$ cat config.mk
export PLATFORM = sky130hd
export DESIGN_NAME = fp_redc_flat
export DESIGN_NICKNAME = d
export VERILOG_FILES = /design/src/rtl/fp_redc_if.sv /design/src/rtl/fp_redc.sv /design/src/flat_wrapper.sv
export SDC_FILE = /design/constraint.sdc
export NUM_CORES = 2
export LEC_CHECK = 0
export ABC_CLOCK_PERIOD_IN_PS = 5020
export CAP_MARGIN = 20
export CORE_ASPECT_RATIO = 0.5
export CORE_UTILIZATION = 55
export DETAILED_ROUTE_END_ITERATION = 8
export PLACE_DENSITY = 0.9
export SLEW_MARGIN = 20
export SYNTH_ARGS = -nofsm -noshare
export SYNTH_HDL_FRONTEND = slang
export SYNTH_SLANG_ARGS = --single-unit
$ cat constraint.sdc
create_clock -name clk -period 5.02 [get_ports clk]
set_input_delay 1.004 -clock clk [delete_from_list [all_inputs] [get_ports clk]]
set_output_delay 1.004 -clock clk [all_outputs]
set_load 0.005 [all_outputs]
$ cat src/rtl/fp_redc_if.sv
// Handshake bundle between intmul's product stream and fp_redc's residue stream.
// The slave modport is the reduction block's own view of the bundle.
interface fp_redc_if #(
    parameter int IN_W  = 510,
    parameter int OUT_W = 251
);
    logic             in_valid;
    logic             in_ready;
    logic [IN_W-1:0]  D;
    logic             out_valid;
    logic             out_ready;
    logic [OUT_W-1:0] out;

    modport master (
        output in_valid, D, out_ready,
        input  in_ready, out_valid, out
    );

    modport slave (
        input  in_valid, D, out_ready,
        output in_ready, out_valid, out
    );
endinterface

$ cat src/rtl/fp_redc.sv
// Montgomery reduction by 2^248 for p = 5*2^248 - 1.
// A one-cycle fold is followed by 13 shifted compare-subtract steps.
module fp_redc #(
    parameter int IN_W      = 510,
    parameter int R_LOG     = 248,
    parameter int OUT_W     = 251,
    parameter int SUB_STEPS = 13
) (
    input  logic      clk,
    input  logic      rst,
    fp_redc_if.slave  bus
);
    localparam int T_W  = OUT_W + SUB_STEPS - 1;
    localparam int HI_W = IN_W - R_LOG;
    localparam int K_W  = $clog2(SUB_STEPS);
    localparam logic [T_W-1:0] P =
        ({{(T_W-3){1'b0}}, 3'd5} << R_LOG) - {{(T_W-1){1'b0}}, 1'b1};

    typedef enum logic [1:0] {IDLE, SUB, DONE} state_t;

    state_t         state;
    logic [T_W-1:0] t;
    logic [K_W-1:0] k;

    logic [HI_W-1:0]  hi;
    logic [R_LOG-1:0] lo;
    logic [T_W-1:0]   fold;
    logic [T_W-1:0]   psh;
    logic [T_W:0]     diff;
    logic             borrow;
    logic [T_W-1:0]   t_nxt;

    // D*2^-R == hi + lo*2^-R, and 2^-R == 5 (mod p) since 5*2^R == p+1.
    assign hi     = bus.D[IN_W-1:R_LOG];
    assign lo     = bus.D[R_LOG-1:0];
    assign fold   = T_W'(hi) + (T_W'(lo) << 2) + T_W'(lo);

    // A single subtractor decides and subtracts; its borrow means t < p<<k.
    assign psh    = P << k;
    assign diff   = {1'b0, t} - {1'b0, psh};
    assign borrow = diff[T_W];
    assign t_nxt  = borrow ? t : diff[T_W-1:0];

    always_ff @(posedge clk or negedge rst) begin
        if (!rst) begin
            state         <= IDLE;
            t             <= '0;
            k             <= '0;
            bus.in_ready  <= 1'b0;
            bus.out_valid <= 1'b0;
            bus.out       <= '0;
        end else begin
            case (state)
                IDLE: begin
                    if (bus.in_valid && bus.in_ready) begin
                        t            <= fold;
                        k            <= K_W'(SUB_STEPS - 1);
                        bus.in_ready <= 1'b0;
                        state        <= SUB;
                    end else begin
                        bus.in_ready <= 1'b1;
                    end
                end
                SUB: begin
                    t <= t_nxt;
                    if (k == '0) begin
                        bus.out       <= t_nxt[OUT_W-1:0];
                        bus.out_valid <= 1'b1;
                        state         <= DONE;
                    end else begin
                        k <= k - 1'b1;
                    end
                end
                DONE: begin
                    // in_ready is raised here so a new product can land one edge later.
                    if (bus.out_ready) begin
                        bus.out_valid <= 1'b0;
                        bus.in_ready  <= 1'b1;
                        state         <= IDLE;
                    end
                end
                default: state <= IDLE;
            endcase
        end
    end
endmodule
$ cat src/flat_wrapper.sv
// flat-port wrapper written by rule: the top's interface ports become plain ports
module fp_redc_flat 
#(
    parameter int IN_W      = 510,
    parameter int R_LOG     = 248,
    parameter int OUT_W     = 251,
    parameter int SUB_STEPS = 13
)
  (clk, rst, bus_in_valid, bus_D, bus_out_ready, bus_in_ready, bus_out_valid, bus_out);
  fp_redc_if #(.IN_W(IN_W), .OUT_W(OUT_W)) bus_i ();
  input  logic clk;
  input  logic rst;
  input wire logic [$bits(bus_i.in_valid)-1:0] bus_in_valid;
  input wire logic [$bits(bus_i.D)-1:0] bus_D;
  input wire logic [$bits(bus_i.out_ready)-1:0] bus_out_ready;
  output wire logic [$bits(bus_i.in_ready)-1:0] bus_in_ready;
  output wire logic [$bits(bus_i.out_valid)-1:0] bus_out_valid;
  output wire logic [$bits(bus_i.out)-1:0] bus_out;
  assign bus_i.in_valid = bus_in_valid;
  assign bus_i.D = bus_D;
  assign bus_i.out_ready = bus_out_ready;
  assign bus_in_ready = bus_i.in_ready;
  assign bus_out_valid = bus_i.out_valid;
  assign bus_out = bus_i.out;
  fp_redc #(.IN_W(IN_W), .R_LOG(R_LOG), .OUT_W(OUT_W), .SUB_STEPS(SUB_STEPS)) u_core (.clk(clk), .rst(rst), .bus(bus_i));
endmodule
==> impl_results.md, run 1 <==
* Status: aborted with a tool error
* Halt Stage: global routing (5_1_grt)
* Stop Error: [ERROR GRT-0116] Global routing finished with congestion. Check the congestion regions in the DRC Viewer.
* Post-Syn Instances at 7250
* Placed insts at 10419
* Avg Inst Size Synth at 7.60 sq um
* Die W at 450 um
* First-pass GRT wire length at 692000 um
* Bufs on Longest Clock Path at 3
* CTS Hold Bufs at 0
* GPL Wtd Cong at 1.31
* Pin count of the biggest net entering global routing at 166
* Cell Area, Synth at 55100 sq um
* EDFF count, synth at 0
* Std cell rows at 81
* GRT Total Usage at 0.919
* Seq/Total Area, Yosys at 0.237
* Num CTS Buffers at 54
* Post-synth top cells: nand2_1 (999), a21oi_1 (791), o21ai_0 (710)
* Top Ports at 767
* Clk sinks at 522
* Vias in the first global route at 100672
* Synth top area share at 0.237
* Cell with the most instances after synthesis: nand2_1
* Main synth FF type: dfrtp_1
* FFs w/ async S/R, synth at 1.00
* PortBufs at 766
* GRT overflow at 4072
* Dpl ws at -2.09 ns
* DP HPWL at 219000 um
* Syn Nets at 8302
* Htree depth at 2
* Root Buffer: clkbuf_16
* Top cells by area, synth: dfrtp_1 (24%), fa_1 (9.0%), a21oi_1 (7.2%)
* Synth area leader: dfrtp_1
* Initial Util at 0.560
* Yosys reg bits at 522
* Die Ht at 226 um
* Warnings from Yosys at 0
* Distinct cells, synth at 100
[per-layer routing]
layer	GRT overflow	track usage
met4	937	0.897
met5	72	0.849
met2	1799	1.02
met1	654	0.874
met3	610	0.877
[logic make-up after synthesis]
group                    after synthesis  synth area share
AO/OA/AOI/OAI                       2268             0.243
flip-flops                           522             0.237
XOR/XNOR                             499            0.0793
adder cells (fa/ha/maj)              538             0.156
AND/OR/NAND/NOR                     2843             0.243
buffers and inverters                569            0.0395
multiplexers                          11           0.00209
[what timing repair did]
item                                    in CTS
endpoints found under the setup margin     218
pin swaps                                  339
buffers inserted                           136
gates resized for setup                    802
[through the flow]
| stage | hold WS [ns] | util | area (sq um) |
|---|---|---|---|
| global placement | 0.461 | 0.755 | 74400 |
| detailed placement | 0.471 | 0.755 | 74400 |
| CTS | 0.446 | 0.809 | 79700 |
| floorplan | 0.470 | - | 55200 |
==> run 2, diff against run 1 <==
- CORE_ASPECT_RATIO: 0.5 -> unset
- CORE_UTILIZATION: 55 -> 40
- PLACE_DENSITY: 0.9 -> unset
- PLACE_DENSITY_LB_ADDON: unset -> 0.15
==> run 2 against run 1 <==
The flow now finishes, with violations (setup timing). Synthesized cell count did not move. Synthesized area did not move.
==> impl_results.md, run 2 <==
* Status: finished, violations left
* Violated checks: setup timing
* Crit-path max FO at 3
* Dpl ws at -1.84 ns (+0.253 ns)
* Endpoints failing hold at 0
* Die area at 139000 sq um
* Initial antenna violation count at 9
* GPL Wtd Cong at 1.02 (-22%)
* Clock power frac at 0.112
* Vias in the first global route at 67639
* Critical Path RT at 5.55 ns
* Main synth FF type: dfrtp_1
* Post-Syn Instances at 7250 (unchanged)
* Routed via count at 68973
* CP Data Arrival Time at 5.76 ns
* Htree depth at 2 (unchanged)
* Setup Crit Path Kind: in -> reg
* Distinct cells, synth at 100 (unchanged)
* First-pass GRT wire length at 437000 um
* Yosys reg bits at 522 (unchanged)
* Cells along the critical path: buf_2 -> fa_1 -> ha_4 -> nand4_1 -> buf_4 -> nor3_4 -> buf_6 -> nand4_1 -> o22a_4 -> a21o_4 -> a31oi_4 -> buf_6 -> a31oi_1 -> buf_4 -> o211ai_1 -> buf_4 -> a21oi_4 -> o41a_1 -> o211a_1 -> o21a_1 -> nor3_2 -> mux2i_1 -> a211oi_1
* Startpoint types: input port
* CP Capture Type: flop
* Clk sinks at 522 (unchanged)
* Combinational power share at 0.680
* Switching share of total power at 0.482
* Reg-to-reg startpoint: u_core.k[0]
* DRT Pass-1 Iters at 7
* Most frequent cells in the layout: buf_4 (2094), nand2_1 (965), a21oi_1 (685), nor2_1 (653), o21ai_0 (617)
* Final Max Tran Viols at 0
* Maximum VDD drop at 0.671 mV
* GRT overflow at 0
* Min Hold Slack at 0.407 ns
* Cell with the most instances after synthesis: nand2_1
* Synth area leader: dfrtp_1
* Reg-to-reg endpoint: u_core.t[166]
* FF-to-FF setup slack at 0.10 ns
* Post-synth top cells: nand2_1 (999), a21oi_1 (791), o21ai_0 (710)
* Seq/Total Area, Yosys at 0.237 (unchanged)
* Share of post-route cells with drive strength above 1 at 0.309
* Top Ports at 767 (unchanged)
* Pleak at 37.2 nW
* PortBufs at 766 (unchanged)
* Max FFs per register at 263
* Final worst-path cycle share at 1.04
* Pin count of the biggest net entering global routing at 174
* Reg power frac at 0.208
* Fin nets at 10896
* CTS tree: yes
* Largest register by flop count: u_core.t
* Internal power at 21.9 mW
* Slew HR at 0.271
* Area grow syn2layout at 57.0%
* Slew of the pin with the lowest slew margin at 1.09 ns
* DR WL/cell at 25.7 um
* Clock slew at reported path FFs at 0.07 ns
* Setup Viol. Count Final at 6
* RSZ-0062 raised after global routing: true
* Die W at 373 um (-17%)
* # DRC at 0
* Synth top area share at 0.237 (unchanged)
* Std cell rows at 135 (+67%)
* Largest regs: u_core.t x263, u_core.bus.out x251, u_core.k x4
* CP max stage cell: fa_1
* DP HPWL at 244000 um (+11%)
* Commonest non-fill, non-tap cell in the layout: buf_4
* EDFF count, synth at 0 (unchanged)
* Crit path largest cell delay at 0.52 ns
* Syn Nets at 8302 (unchanged)
* Initial Util at 0.405 (-0.155)
* GRT Total Usage at 0.414
* Top cells by area, synth: dfrtp_1 (24%), fa_1 (9.0%), a21oi_1 (7.2%)
* Tmin final at 5.23 ns
* Die Ht at 373 um (+65%)
* Final setup margin at -0.210 ns
* Root Buffer: clkbuf_16
* Drt first-iter violations at 8354
* FFs w/ async S/R, synth at 1.00 (unchanged)
* Avg Inst Size Synth at 7.60 sq um (unchanged)
* Bufs on Longest Clock Path at 3 (unchanged)
* Num CTS Buffers at 61 (+13%)
* Final Skew at 0.0539 ns
* Vias per inst at 5.91
* NetSw at 20.4 mW
* Clk_lat worst skew at 0.69 ns
* Fmax at 191 MHz
* Warnings from Yosys at 0 (unchanged)
* Cell Area, Synth at 55100 sq um (unchanged)
* Max_cap viols at 0
* PD cells at 490 nW/um^2
* Most common cell on crit path: buf_4
* Core Footprint at 136000 sq um
* Reg2Reg Depth at 23
* Final antenna-violating net count at 0
* Worst Hold Class: in -> async
* Post-Route WL at 301000 um
run 2: cell counts after synthesis:
Identical to the previous run, type by type.
run 2: power by group through the flow:
stage                     clock network, mW  registers (mW)  logic, mW
after detailed placement                  0            8.67       26.0
after floorplan                           0            7.78       12.3
after global routing                   4.90            8.98       30.5
after CTS                              4.76            8.63       27.2
final                                  4.76            8.81       28.8
after global placement                    0            8.58       25.7
run 2: layer usage:
metal | track usage | wire [um] | share of wire | vias up
met5 | 0 | 49 | 0.00016 | -
met4 | 0.146 | 13100 | 0.044 | 8
met3 | 0.0951 | 31300 | 0.10 | 590
met2 | 0.648 | 133000 | 0.44 | 3613
met1 | 0.557 | 123000 | 0.41 | 33523
li1 | - | - | - | 31239
run 2: repair_timing:
action / in CTS / in global routing
endpoints found under the setup margin: 296 / 201
cloned: 0 / 1
setup buffers: 124 / 67
hold buffers: 0 / 0
gates resized for setup: 949 / 427
pin swaps: 374 / 248
run 2: layout make-up:
class / count / area [sq um]
fill: 12092 / 49600
multi-input combinational: 6159 / 44300
timing repair buffer: 2949 / 24300
sequential: 522 / 13100
tap: 1781 / 2230
clock buffer: 81 / 1730
inverter: 151 / 571
clock inverter: 30 / 320
antenna: 2 / 5.00
run 2: cell families after synthesis:
logic type | count (synthesis) | share of synthesized area
fa+ha+maj | 538 | 0.156
flops | 522 | 0.237
buf+inv | 569 | 0.0395
compound gates | 2268 | 0.243
xor+xnor | 499 | 0.0793
simple gates | 2843 | 0.243
mux | 11 | 0.00209
run 2: critical path: cells and delay by family:
kind,cells,cell delay [ns]
AO/OA/AOI/OAI,10,2.15
adder cells (fa/ha/maj),2,0.82
buffers and inverters,6,0.95
multiplexers,1,0.23
AND/OR/NAND/NOR,4,0.57
run 2: worst max-delay path by stage:
stage	cells past startpoint	endpoint	startpoint	slack, ns
final	23	u_core.t[248]	bus_D[24]	-0.21
after global routing	23	u_core.t[248]	bus_D[24]	-0.21
after floorplan	18	u_core.t[189]	bus_D[0]	-0.04
after CTS	22	u_core.t[248]	bus_D[13]	-0.04
after global placement	22	u_core.t[254]	bus_D[45]	-1.83
after detailed placement	22	u_core.t[254]	bus_D[45]	-1.84
run 2: metrics by stage:
step           utilization  total power, mW  instances  setup TNS [ns]  cell area, sq um
6_report             0.636             42.4      11675          -0.536             86500
5_1_grt              0.636             44.4      11673           -1.58             86500
4_1_cts              0.620             40.6      11615         -0.0561             84400
3_5_place_dp         0.579             34.6      11386         -202.21             78800
3_3_place_gp         0.579             34.2      11386         -194.05             78800
2_1_floorplan            -             20.1       7250          -0.150             55200
No activity file was read; power rests on OpenSTA's default activity.
